File: config.mk
export PLATFORM = sky130hd
export DESIGN_NAME = score_display_flat
export DESIGN_NICKNAME = d
export VERILOG_FILES = /design/src/rtl/score_pkg.sv /design/src/rtl/score_display_if.sv /design/src/rtl/bin2bcd_seq.sv /design/src/rtl/score_display.sv /design/src/flat_wrapper.sv
export SDC_FILE = /design/constraint.sdc
export NUM_CORES = 1
export LEC_CHECK = 0
export ABC_AREA = 1
export BUFFER_PORTS_ARGS = -buffer_cell sky130_fd_sc_hd__buf_2
export CAP_MARGIN = 40
export CORE_ASPECT_RATIO = 1.5
export CORE_MARGIN = 5
export CORE_UTILIZATION = 57
export CTS_CLUSTER_DIAMETER = 80
export DETAILED_ROUTE_END_ITERATION = 10
export PLACE_DENSITY = 0.91
export SYNTH_ARGS = -nofsm -noshare
export SYNTH_HDL_FRONTEND = slang
export SYNTH_SLANG_ARGS = --single-unit
File: constraint.sdc
create_clock -name Clk -period 1.9 [get_ports Clk]
set_input_delay 0.38 -clock Clk [delete_from_list [all_inputs] [get_ports Clk]]
set_output_delay 0.38 -clock Clk [all_outputs]
set_load 0.01 [all_outputs]
File: src/rtl/score_pkg.sv
// Shared constants and FSM state type for the score display block.
// Imported by the converter and the render top level.
package score_pkg;

    localparam int DIGIT_W   = 4;
    localparam int GLYPH_DIM = 8;
    localparam int MAX_SCORE = 9999;

    typedef enum logic [1:0] {
        IDLE,
        CONVERT,
        COMMIT
    } score_state_t;

endpackage

File: src/rtl/score_display_if.sv
// Glyph ROM bus between score_display (master) and the numbers ROM (slave).
// Ports: read_address/choose_number to the ROM, rom_data (registered) back.
interface score_display_if;

    logic [18:0] read_address;
    logic [3:0]  choose_number;
    logic        rom_data;

    modport master (
        output read_address,
        output choose_number,
        input  rom_data
    );

    modport slave (
        input  read_address,
        input  choose_number,
        output rom_data
    );

endinterface

File: src/rtl/bin2bcd_seq.sv
// Sequential double-dabble converter with a one-deep latest-wins load slot.
// Ports: Clk, Reset, start_i/value_i load, digits_o (BCD), done_o, busy_o.
module bin2bcd_seq
    import score_pkg::*;
#(
    parameter int DIGITS  = 4,
    parameter int SCORE_W = 14
) (
    input  logic                      Clk,
    input  logic                      Reset,
    input  logic                      start_i,
    input  logic [SCORE_W-1:0]        value_i,
    output logic [DIGITS*DIGIT_W-1:0] digits_o,
    output logic                      done_o,
    output logic                      busy_o
);

    localparam int BCD_W = DIGITS * DIGIT_W;
    localparam int CNT_W = $clog2(SCORE_W + 1);
    localparam logic [CNT_W-1:0]   ITERS = CNT_W'(SCORE_W);
    localparam logic [SCORE_W-1:0] SAT   = SCORE_W'(MAX_SCORE);

    score_state_t       state_q, state_d;
    logic [SCORE_W-1:0] bin_q, bin_d;
    logic [BCD_W-1:0]   bcd_q, bcd_d;
    logic [CNT_W-1:0]   cnt_q, cnt_d;
    logic               pend_q, pend_d;
    logic [SCORE_W-1:0] pval_q, pval_d;

    function automatic logic [SCORE_W-1:0] clamp(input logic [SCORE_W-1:0] v);
        if (32'(v) > 32'(MAX_SCORE)) return SAT;
        return v;
    endfunction

    // One iteration: +3 on nibbles >= 5, then shift {bcd, bin} left.
    function automatic logic [BCD_W+SCORE_W-1:0] dabble(
        input logic [BCD_W-1:0]   b,
        input logic [SCORE_W-1:0] n
    );
        logic [BCD_W-1:0] a;
        a = b;
        for (int i = 0; i < DIGITS; i++) begin
            if (a[i*DIGIT_W +: DIGIT_W] >= DIGIT_W'(5))
                a[i*DIGIT_W +: DIGIT_W] = a[i*DIGIT_W +: DIGIT_W] + DIGIT_W'(3);
        end
        return {a, n} << 1;
    endfunction

    always_comb begin
        state_d = state_q;
        bin_d   = bin_q;
        bcd_d   = bcd_q;
        cnt_d   = cnt_q;
        pend_d  = pend_q;
        pval_d  = pval_q;
        unique case (state_q)
            IDLE: begin
                if (start_i) begin
                    bin_d   = clamp(value_i);
                    bcd_d   = '0;
                    cnt_d   = ITERS;
                    state_d = CONVERT;
                end
            end
            CONVERT: begin
                {bcd_d, bin_d} = dabble(bcd_q, bin_q);
                cnt_d = cnt_q - CNT_W'(1);
                if (cnt_q == CNT_W'(1)) state_d = COMMIT;
                if (start_i) begin
                    pend_d = 1'b1;
                    pval_d = value_i;
                end
            end
            COMMIT: begin
                state_d = IDLE;
                // A load in this very cycle supersedes the parked one and is
                // consumed at once, so busy has no gap.
                if (start_i || pend_q) begin
                    bin_d   = clamp(start_i ? value_i : pval_q);
                    bcd_d   = '0;
                    cnt_d   = ITERS;
                    pend_d  = 1'b0;
                    state_d = CONVERT;
                end
            end
            default: state_d = IDLE;
        endcase
    end

    always_ff @(posedge Clk) begin
        if (Reset) begin
            state_q <= IDLE;
            bin_q   <= '0;
            bcd_q   <= '0;
            cnt_q   <= '0;
            pend_q  <= 1'b0;
            pval_q  <= '0;
        end else begin
            state_q <= state_d;
            bin_q   <= bin_d;
            bcd_q   <= bcd_d;
            cnt_q   <= cnt_d;
            pend_q  <= pend_d;
            pval_q  <= pval_d;
        end
    end

    assign digits_o = bcd_q;
    assign done_o   = (state_q == COMMIT);
    assign busy_o   = (state_q != IDLE);

endmodule

File: src/rtl/score_display.sv
// Score-to-glyph renderer: BCD conversion plus a 3-stage ROM render path.
// Ports: Clk, Reset, score_in/score_load, DrawX/DrawY, rom bus, pixel_on, busy.
module score_display
    import score_pkg::*;
#(
    parameter int         DIGITS  = 4,
    parameter int         SCORE_W = 14,
    parameter logic [9:0] X0      = 10'd480,
    parameter logic [9:0] Y0      = 10'd16
) (
    input  logic               Clk,
    input  logic               Reset,
    input  logic [SCORE_W-1:0] score_in,
    input  logic               score_load,
    input  logic [9:0]         DrawX,
    input  logic [9:0]         DrawY,
    score_display_if.master    rom,
    output logic               pixel_on,
    output logic               busy
);

    localparam int BCD_W = DIGITS * DIGIT_W;
    localparam int IDX_W = (DIGITS > 1) ? $clog2(DIGITS) : 1;
    localparam int DX_W  = 3 + IDX_W;
    localparam logic [10:0] X_END = {1'b0, X0} + 11'(GLYPH_DIM * DIGITS);
    localparam logic [10:0] Y_END = {1'b0, Y0} + 11'(GLYPH_DIM);

    logic [BCD_W-1:0]   bcd;
    logic               done;
    logic [BCD_W-1:0]   disp_q, disp_d;
    logic [DX_W-1:0]    dx;
    logic [2:0]         dy;
    logic               in_box;
    logic [IDX_W-1:0]   idx;
    logic [DIGIT_W-1:0] sel;
    logic               blank;
    logic               zero_run;
    logic [5:0]         rc_q, rc_d;
    logic [DIGIT_W-1:0] num_q, num_d;
    logic               vis1_q, vis1_d;
    logic               vis2_q;

    bin2bcd_seq #(
        .DIGITS  (DIGITS),
        .SCORE_W (SCORE_W)
    ) u_conv (
        .Clk      (Clk),
        .Reset    (Reset),
        .start_i  (score_load),
        .value_i  (score_in),
        .digits_o (bcd),
        .done_o   (done),
        .busy_o   (busy)
    );

    // Whole word copied in one cycle: no partially converted digits on screen.
    assign disp_d = done ? bcd : disp_q;

    // S0: only low offset bits matter, so subtract in that narrow width.
    always_comb begin
        dx = DrawX[DX_W-1:0] - X0[DX_W-1:0];
        dy = DrawY[2:0] - Y0[2:0];
        in_box = ({1'b0, DrawX} >= {1'b0, X0}) && ({1'b0, DrawX} < X_END)
              && ({1'b0, DrawY} >= {1'b0, Y0}) && ({1'b0, DrawY} < Y_END);
        idx      = dx[DX_W-1:3];
        sel      = '0;
        blank    = 1'b0;
        zero_run = 1'b1;
        // Digit 0 is most significant; blank while all digits so far are 0.
        for (int i = 0; i < DIGITS; i++) begin
            zero_run = zero_run
                    && (disp_q[(DIGITS-1-i)*DIGIT_W +: DIGIT_W] == '0);
            if (idx == IDX_W'(i)) begin
                sel   = disp_q[(DIGITS-1-i)*DIGIT_W +: DIGIT_W];
                blank = zero_run && (i < DIGITS - 1);
            end
        end
        rc_d   = in_box ? {dy, dx[2:0]} : rc_q;
        num_d  = in_box ? sel : num_q;
        vis1_d = in_box && !blank;
    end

    always_ff @(posedge Clk) begin
        if (Reset) begin
            disp_q <= '0;
            rc_q   <= '0;
            num_q  <= '0;
            vis1_q <= 1'b0;
            vis2_q <= 1'b0;
        end else begin
            disp_q <= disp_d;
            rc_q   <= rc_d;
            num_q  <= num_d;
            vis1_q <= vis1_d;
            vis2_q <= vis1_q;
        end
    end

    assign rom.read_address  = 19'(rc_q);
    assign rom.choose_number = num_q;
    // ROM output is registered, so its data lines up with vis2_q.
    assign pixel_on = vis2_q & rom.rom_data;

endmodule

File: src/flat_wrapper.sv
// flat-port wrapper written by rule: the top's interface ports become plain ports
module score_display_flat import score_pkg::*;
#(
    parameter int         DIGITS  = 4,
    parameter int         SCORE_W = 14,
    parameter logic [9:0] X0      = 10'd480,
    parameter logic [9:0] Y0      = 10'd16
)
  (Clk, Reset, score_in, score_load, DrawX, DrawY, pixel_on, busy, rom_read_address, rom_choose_number, rom_rom_data);
  score_display_if rom_i ();
  input  logic Clk;
  input  logic Reset;
  input  logic [SCORE_W-1:0] score_in;
  input  logic score_load;
  input  logic [9:0] DrawX;
  input  logic [9:0] DrawY;
  output logic pixel_on;
  output logic busy;
  output wire logic [$bits(rom_i.read_address)-1:0] rom_read_address;
  output wire logic [$bits(rom_i.choose_number)-1:0] rom_choose_number;
  input wire logic [$bits(rom_i.rom_data)-1:0] rom_rom_data;
  assign rom_read_address = rom_i.read_address;
  assign rom_choose_number = rom_i.choose_number;
  assign rom_i.rom_data = rom_rom_data;
  score_display #(.DIGITS(DIGITS), .SCORE_W(SCORE_W), .X0(X0), .Y0(Y0)) u_core (.Clk(Clk), .Reset(Reset), .score_in(score_in), .score_load(score_load), .DrawX(DrawX), .DrawY(DrawY), .rom(rom_i), .pixel_on(pixel_on), .busy(busy));
endmodule
==> results by group, run 1 <==
Setup path
  – Crit-path cells: inv_1 > ha_1 > inv_1 > nor2_1 > inv_1 > nand3_2 > nor2_2 > inv_1 > a21oi_1 > o21ai_0 > a21oi_1
  – Most common cell on crit path: inv_1
  – Crit-path max cell delay: 0.37 ns
  – Crit path kind: flip-flop to flip-flop
  – Startpoint types: flip-flop
  – WP data required: 2.18 ns
  – CP max stage cell: dfxtp_2
  – Crit end category: flip-flop
  – Crit path max fanout: 6
  – CP arrival: 2.03 ns

Placement
  – Place WS: 0.0736 ns
  – Placed Instance Area: 0.00449 mm²
  – GP Congestion: 0.926
  – Port Buffers: 49
  – DP HPWL: 7.16 mm

Timing
  – Final setup viols: 0
  – Fmax: 574 MHz
  – Final hold vios: 0
  – Post-route setup slack: 0.157 ns
  – Final number of max-transition violations: 0
  – Clock period minus worst slack: 1.74 ns
  – Clock Skew: 0.00805 ns
  – Fin crit share: 0.918

Global route
  – Gr ovfl total: 0
  – Initial antenna violation count: 0
  – Largest net degree at the start of global routing: 43
  – Number of global-route vias before repair: 4101
  – GRT Overall Usage: 0.235
  – First-pass GRT wire length: 17.4 mm

Power
  – PD cells: 1290 mW/mm²
  – Final Power: 0.00610 W
  – VDD IR-drop max: 0.000803 V
  – LEAKAGE: 2.25 nW

Synthesis
  – Syn. warnings: 0
  – Synth top area share: 0.376
  – Mapped Cells: 604
  – EDFF count, synth: 0
  – Simple-gate share of the synthesized area: 0.226
  – Cell area after synthesis: 0.00421 mm²
  – Post-Synth Adder-Cell Area: 0.0446
  – #FFs+latches synth: 79
  – Synth area leader: dfxtp_1
  – Top post-synthesis cells by area: dfxtp_1, nand2_1, a21oi_1, o21ai_0, inv_1
  – Post-synthesis mux area share: 0
  – Largest family of logic cells by synthesized area: simple AND/OR/NAND/NOR gates
  – Register area share after synthesis: 0.376
  – Top_reg_cell synth: dfxtp_1
  – Syn Area/Cell: 6.97 µm²
  – Synth unique cells: 38
  – Compound-Gate Fraction of Synth Area: 0.222
  – Asr flop ratio synth: 0
  – Xor/xnor share of the synthesized area: 0.0125

Detailed routing
  – Routed vias: 4078
  – Initial DRT Pass Iterations: 6
  – Met3 WL: 517 µm
  – Vias per Instance: 5.43
  – First-iteration detailed-routing DRC count: 287
  – DRC viols: 0
  – DRT met1 WL: 3.99 mm
  – Final wirelength: 10.3 mm
  – Antenna Violating Nets Remaining: 0
  – Top Layer Used: met4
  – WL/cell: 13.8 µm
  – WL met2: 5.52 mm

Final layout
  – Filler Cell Count: 657
  – Post-layout util: 0.654
  – Finished Cell Area: 0.00472 mm²
  – Sequential cell area: 0.00158 mm²
  – Multi-input combinational cell area: 0.00218 mm²
  – Fraction of layout cells with a size suffix above 1: 0.172
  – Antenna cells: 0
  – Net count, final: 701
  – Syn-to-layout area delta: 12.2%

Clocking
  – CTS tree: done
  – Root Buffer: clkbuf_8
  – Clk slew on worst S/H paths: 0.08 ns
  – H-tree depth: 3
  – Number of clock sinks: 79
  – CTS Buf Count: 9
  – Clock Latency Late Sink: 0.35 ns
  – CTS Hold Bufs: 0
  – Clk buf depth: 2

Floorplan
  – Placeable Area: 0.00723 mm²
  – Die area: 0.00924 mm²
  – Die height: 115 µm
  – Die Wd: 80.2 µm
  – Initial Util: 0.582
  – Row cnt: 38
  – IO Pins: 63

Flow run
  – Max Cap Violations: 0

Outcome
  – Status: complete, no violations

Hold path
  – Hold Path Class: primary input to flip-flop
[worst max-delay path, delay by kind of cell, from the launching register on]
family / cells / cell delay (ns)
buf+inv: 4 / 0.40
compound gates: 3 / 0.38
flops: 1 / 0.37
simple gates: 3 / 0.32
fa+ha+maj: 1 / 0.21
[stage by stage]
step	hold slack [ns]	cells	TNS, ns
after floorplan	0.388	616	0
after global placement	0.391	737	0
after detailed placement	0.399	737	0
after CTS	0.251	751	0
after global routing	0.266	751	-0.0769
final	0.252	751	0
[cell usage after synthesis (all sizes together) (2+ instances only)]
cell and n:
nand2 131, a21oi 85, dfxtp 79, o21ai 67, inv 63, nor2 63, buf 26, clkbuf 17
nand3 17, ha 15, o211ai 6, xor2 6, nand4 4, or2 4, a221oi 3, a22oi 3
a31oi 3, nor3 3, clkinv 2
[final cells by class]
| class | instances | area share |
|---|---|---|
| timing repair buffer | 64 | 0.0784 |
| sequential | 79 | 0.335 |
| clock inverter | 3 | 0.0143 |
| tap | 100 | 0.0265 |
| clock buffer | 11 | 0.0321 |
| inverter | 65 | 0.0525 |
| multi-input combinational | 429 | 0.461 |
[power breakdown]
group | internal (W) | switching, W
Clock | 0.000797 | 0.000589
Combinational | 0.000821 | 0.00153
Sequential | 0.00210 | 0.000266
Total | 0.00371 | 0.00238
[layer usage]
metal / track usage / up-vias
met3: 0.0306 / 37
met1: 0.256 / 1859
li1: - / 2023
met5: 0 / -
met2: 0.433 / 159
met4: 0.124 / 0
[state kept, by name, summed over array words and instances (netlist names), 2 cells and up]
name,flops
u_core.disp_q,16
u_core.u_conv.cnt_q,4
u_core.rc_q,6
u_core.rom.choose_number,4
u_core.u_conv.state_q,2
u_core.u_conv.pval_q,14
u_core.u_conv.bin_q,14
u_core.u_conv.digits_o,16
[placed cells by master, fill, tap and decap left out, types with 2 or more instances in the layout]
cell	netlist	layout
nand2_1	121	121
a21oi_1	78	78
dfxtp_1	79	77
o21ai_0	62	62
inv_1	60	60
nor2_1	60	60
buf_2	6	49
ha_1	15	15
nand3_1	15	14
buf_4	15	14
conb_1	1	13
clkbuf_8	0	11
nand2_2	7	7
a21oi_2	7	7
xor2_1	6	6
o211ai_1	6	6
nand4_1	4	4
o21ai_1	4	4
or2_2	4	4
a31oi_1	3	3
nand3_2	2	3
nor2_2	3	3
nor3_1	3	3
a221oi_1	3	3
nand2_4	3	3
a22oi_1	3	3
inv_2	3	2
bufinv_16	0	2
dfxtp_2	0	2
[repair_timing]
action,CTS,global route
buffers inserted,0,0
pin swaps,0,0
gates resized for setup,1,4
endpoints found under the setup margin,1,19
[path summary, 6_finish.rpt]
check,slack [ns],start,cells after the start,to
worst min-delay path,0.25,DrawX[2],3,u_core.rc_q[2]
worst max register to register,0.16,u_core.u_conv.state_q[0],11,u_core.u_conv.digits_o[2]
worst max-delay path,0.16,u_core.u_conv.state_q[0],11,u_core.u_conv.digits_o[2]
worst min register to register,0.41,u_core.vis1_q,2,u_core.vis2_q
[kinds of logic after synthesis]
family | count (synthesis)
xor gates and xnor gates | 6
buffers and inverters | 108
DFF | 79
adders and majority gates | 15
AOI/OAI and AO/OA | 171
and+or+nand+nor | 224
other | 1
No activity file was read; power rests on OpenSTA's default activity.
==> run 2: changes to the inputs <==
==> constraint.sdc (replaced) <==
create_clock -name Clk -period 1.9 [get_ports Clk]
set_input_delay 0.19 -clock Clk [delete_from_list [all_inputs] [get_ports Clk]]
set_output_delay 0.19 -clock Clk [all_outputs]
set_load 0.01 [all_outputs]
==> run 2 against run 1 <==
- combinational power is 2% lower
- final cell count is 0.40% higher
- utilization is 0.069 points lower
- first-iteration DRC count is 12% higher
- register-to-register slack hardly changed
- sequential power hardly changed
==> results by group, run 2 (synthesized netlist as in run 1, its figures left out) <==
Power
  – VDD IR-drop max: 0.000844 V (+5.1%)
  – Comb power frac: 0.381 (-0.004)
  – Clock power share: 0.230 (+0.003)
  – Switching power as a share of total power: 0.394 (+0.00354)
  – Pint: 0.00368 W (-0.99%)
  – LEAKAGE: 2.26 nW (about the same)
  – Sequential group share of total power: 0.389 (about the same)
  – P_sw: 0.00239 W (+0.49%)
  – PD cells: 1290 mW/mm² (-0.31%)

Detailed routing
  – First-iteration detailed-routing DRC count: 322 (+12%)
  – WL/cell: 13.9 µm (+1.3%)
  – Routed vias: 4125 (+1.2%)
  – Antenna Violating Nets Remaining: 0 (unchanged)
  – DRC viols: 0 (unchanged)
  – Final wirelength: 10.5 mm (+1.7%)
  – Vias per Instance: 5.47 (+0.75%)
  – Initial DRT Pass Iterations: 5 (-1)

Hold path
  – Hold Path Class: primary input to flip-flop
  – WHS Path Cells: 3 (unchanged)
  – Min-delay src: DrawY[0]

Setup path
  – Crit path max fanout: 6 (unchanged)
  – Reg2reg start: u_core.u_conv.state_q[0]
  – CP arrival: 2.04 ns (about the same)
  – Crit path kind: flip-flop to flip-flop
  – WP data required: 2.19 ns (about the same)
  – Crit end category: flip-flop
  – Startpoint types: flip-flop
  – Critical Path Source: u_core.u_conv.state_q[0]
  – Reg2reg path depth: 11 (unchanged)

Clocking
  – Root Buffer: clkbuf_8
  – Number of clock sinks: 79 (unchanged)
  – Clk buf depth: 2 (unchanged)
  – CTS Buf Count: 9 (unchanged)
  – CTS tree: done
  – H-tree depth: 3 (unchanged)
  – Clk slew on worst S/H paths: 0.08 ns (about the same)
  – CTS Hold Bufs: 0 (unchanged)
  – Clock Latency Late Sink: 0.36 ns (about the same)

Global route
  – Largest net degree at the start of global routing: 32 (-26%)
  – Gr ovfl total: 0 (unchanged)
  – Number of global-route vias before repair: 3995 (-2.6%)
  – First-pass GRT wire length: 17.5 mm (+0.32%)
  – Initial antenna violation count: 0 (unchanged)
  – GRT Overall Usage: 0.236 (+0.00142)

Floorplan
  – IO Pins: 63 (unchanged)
  – Initial Util: 0.582 (unchanged)
  – Die area: 0.00924 mm² (unchanged)
  – Die height: 115 µm (unchanged)
  – Row cnt: 38 (unchanged)
  – Die Wd: 80.2 µm (unchanged)
  – Placeable Area: 0.00723 mm² (unchanged)

Placement
  – Placed Instance Area: 0.00449 mm² (-0.11%)
  – Place WS: 0.0692 ns (-0.00440 ns)
  – Port Buffers: 49 (unchanged)
  – DP HPWL: 7.42 mm (+3.7%)
  – GP Congestion: 0.945 (+2.0%)

Timing
  – Final setup viols: 0 (unchanged)
  – Final hold vios: 0 (unchanged)
  – Fin crit share: 0.921 (+0.00327)
  – Post-route setup slack: 0.150 ns (-0.00621 ns)
  – Final number of max-transition violations: 0 (unchanged)
  – Clock period minus worst slack: 1.75 ns (+0.00621 ns)
  – Fmax: 572 MHz (-0.35%)
  – Hold Slack: 0.0603 ns (-0.192 ns)
  – Clock Skew: 0.0112 ns (+0.00310 ns)
  – TNS Setup: 0 ns (unchanged)

Final layout
  – Post-layout util: 0.653 (-0.000692)
  – Fraction of layout cells with a size suffix above 1: 0.170 (-0.00232)
  – Finished Cell Area: 0.00472 mm² (-0.11%)
  – Most frequent cells in the layout: nand2_1, dfxtp_1, a21oi_1
  – Net count, final: 702 (+0.14%)
  – Antenna cells: 0 (unchanged)
  – Syn-to-layout area delta: 12.1%
  – Commonest non-fill, non-tap cell in the layout: nand2_1

Flow run
  – Max Cap Violations: 0 (unchanged)

Outcome
  – Status: complete, no violations
## run 2: cell count changes in the layout (fill, tap and decap cells not counted), sizes merged
cell,previous run,this run
buf,64,65
clkinv,2,4
## run 2: power groups by stage
stage	Sequential, W	Combinational, W	Clock (W)
detailed placement	0.00238	0.00223	0
floorplan	0.00230	0.00173	0
global route	0.00241	0.00260	0.00148
CTS	0.00235	0.00227	0.00141
finish	0.00236	0.00231	0.00140
global placement	0.00235	0.00212	0
## run 2: per-stage QoR
step / total power (W) / instances
floorplan: 0.00403 / 616
global placement: 0.00447 / 738
detailed placement: 0.00461 / 738
CTS: 0.00603 / 754
global route: 0.00648 / 754
finish: 0.00607 / 754
## run 2: path summary, 6_finish.rpt
path	to	slack, ns
setup / recovery	u_core.u_conv.digits_o[10]	0.15
setup reg to reg	u_core.u_conv.digits_o[10]	0.15
hold reg to reg	u_core.vis2_q	0.41
hold / removal	u_core.rc_q[3]	0.06
## run 2: area by class of cell
type | count | area [µm²]
repair buffers | 65 | 365
flip-flops and latches | 79 | 1580
inverters | 65 | 246
well taps | 100 | 125
multi-input cells | 429 | 2180
fillers | 600 | 2510
clock inverters | 5 | 81.3
clock buffers | 11 | 141
## run 2: what timing repair did
| item | CTS | global route |
|---|---|---|
| gates resized for setup | 0 | 2 |
| endpoints found under the setup margin | 0 | 12 |
| setup buffers | 0 | 0 |
## run 2: critical path: stages (launching register included)
cell and delay, ns:
dfxtp_1 0.39, inv_1 0.10, ha_1 0.23, inv_1 0.08, nor2_1 0.05, inv_1 0.10
nand3_2 0.14, nor2_2 0.13, inv_1 0.11, a21oi_1 0.14, o21ai_0 0.10, a21oi_1 0.12
## run 2: per-layer routing
metal / part of all wire / global-route usage
met1: 0.36 / 0.249
met2: 0.55 / 0.432
met3: 0.061 / 0.0556
met4: 0.033 / 0.114
met5: 0 / 0
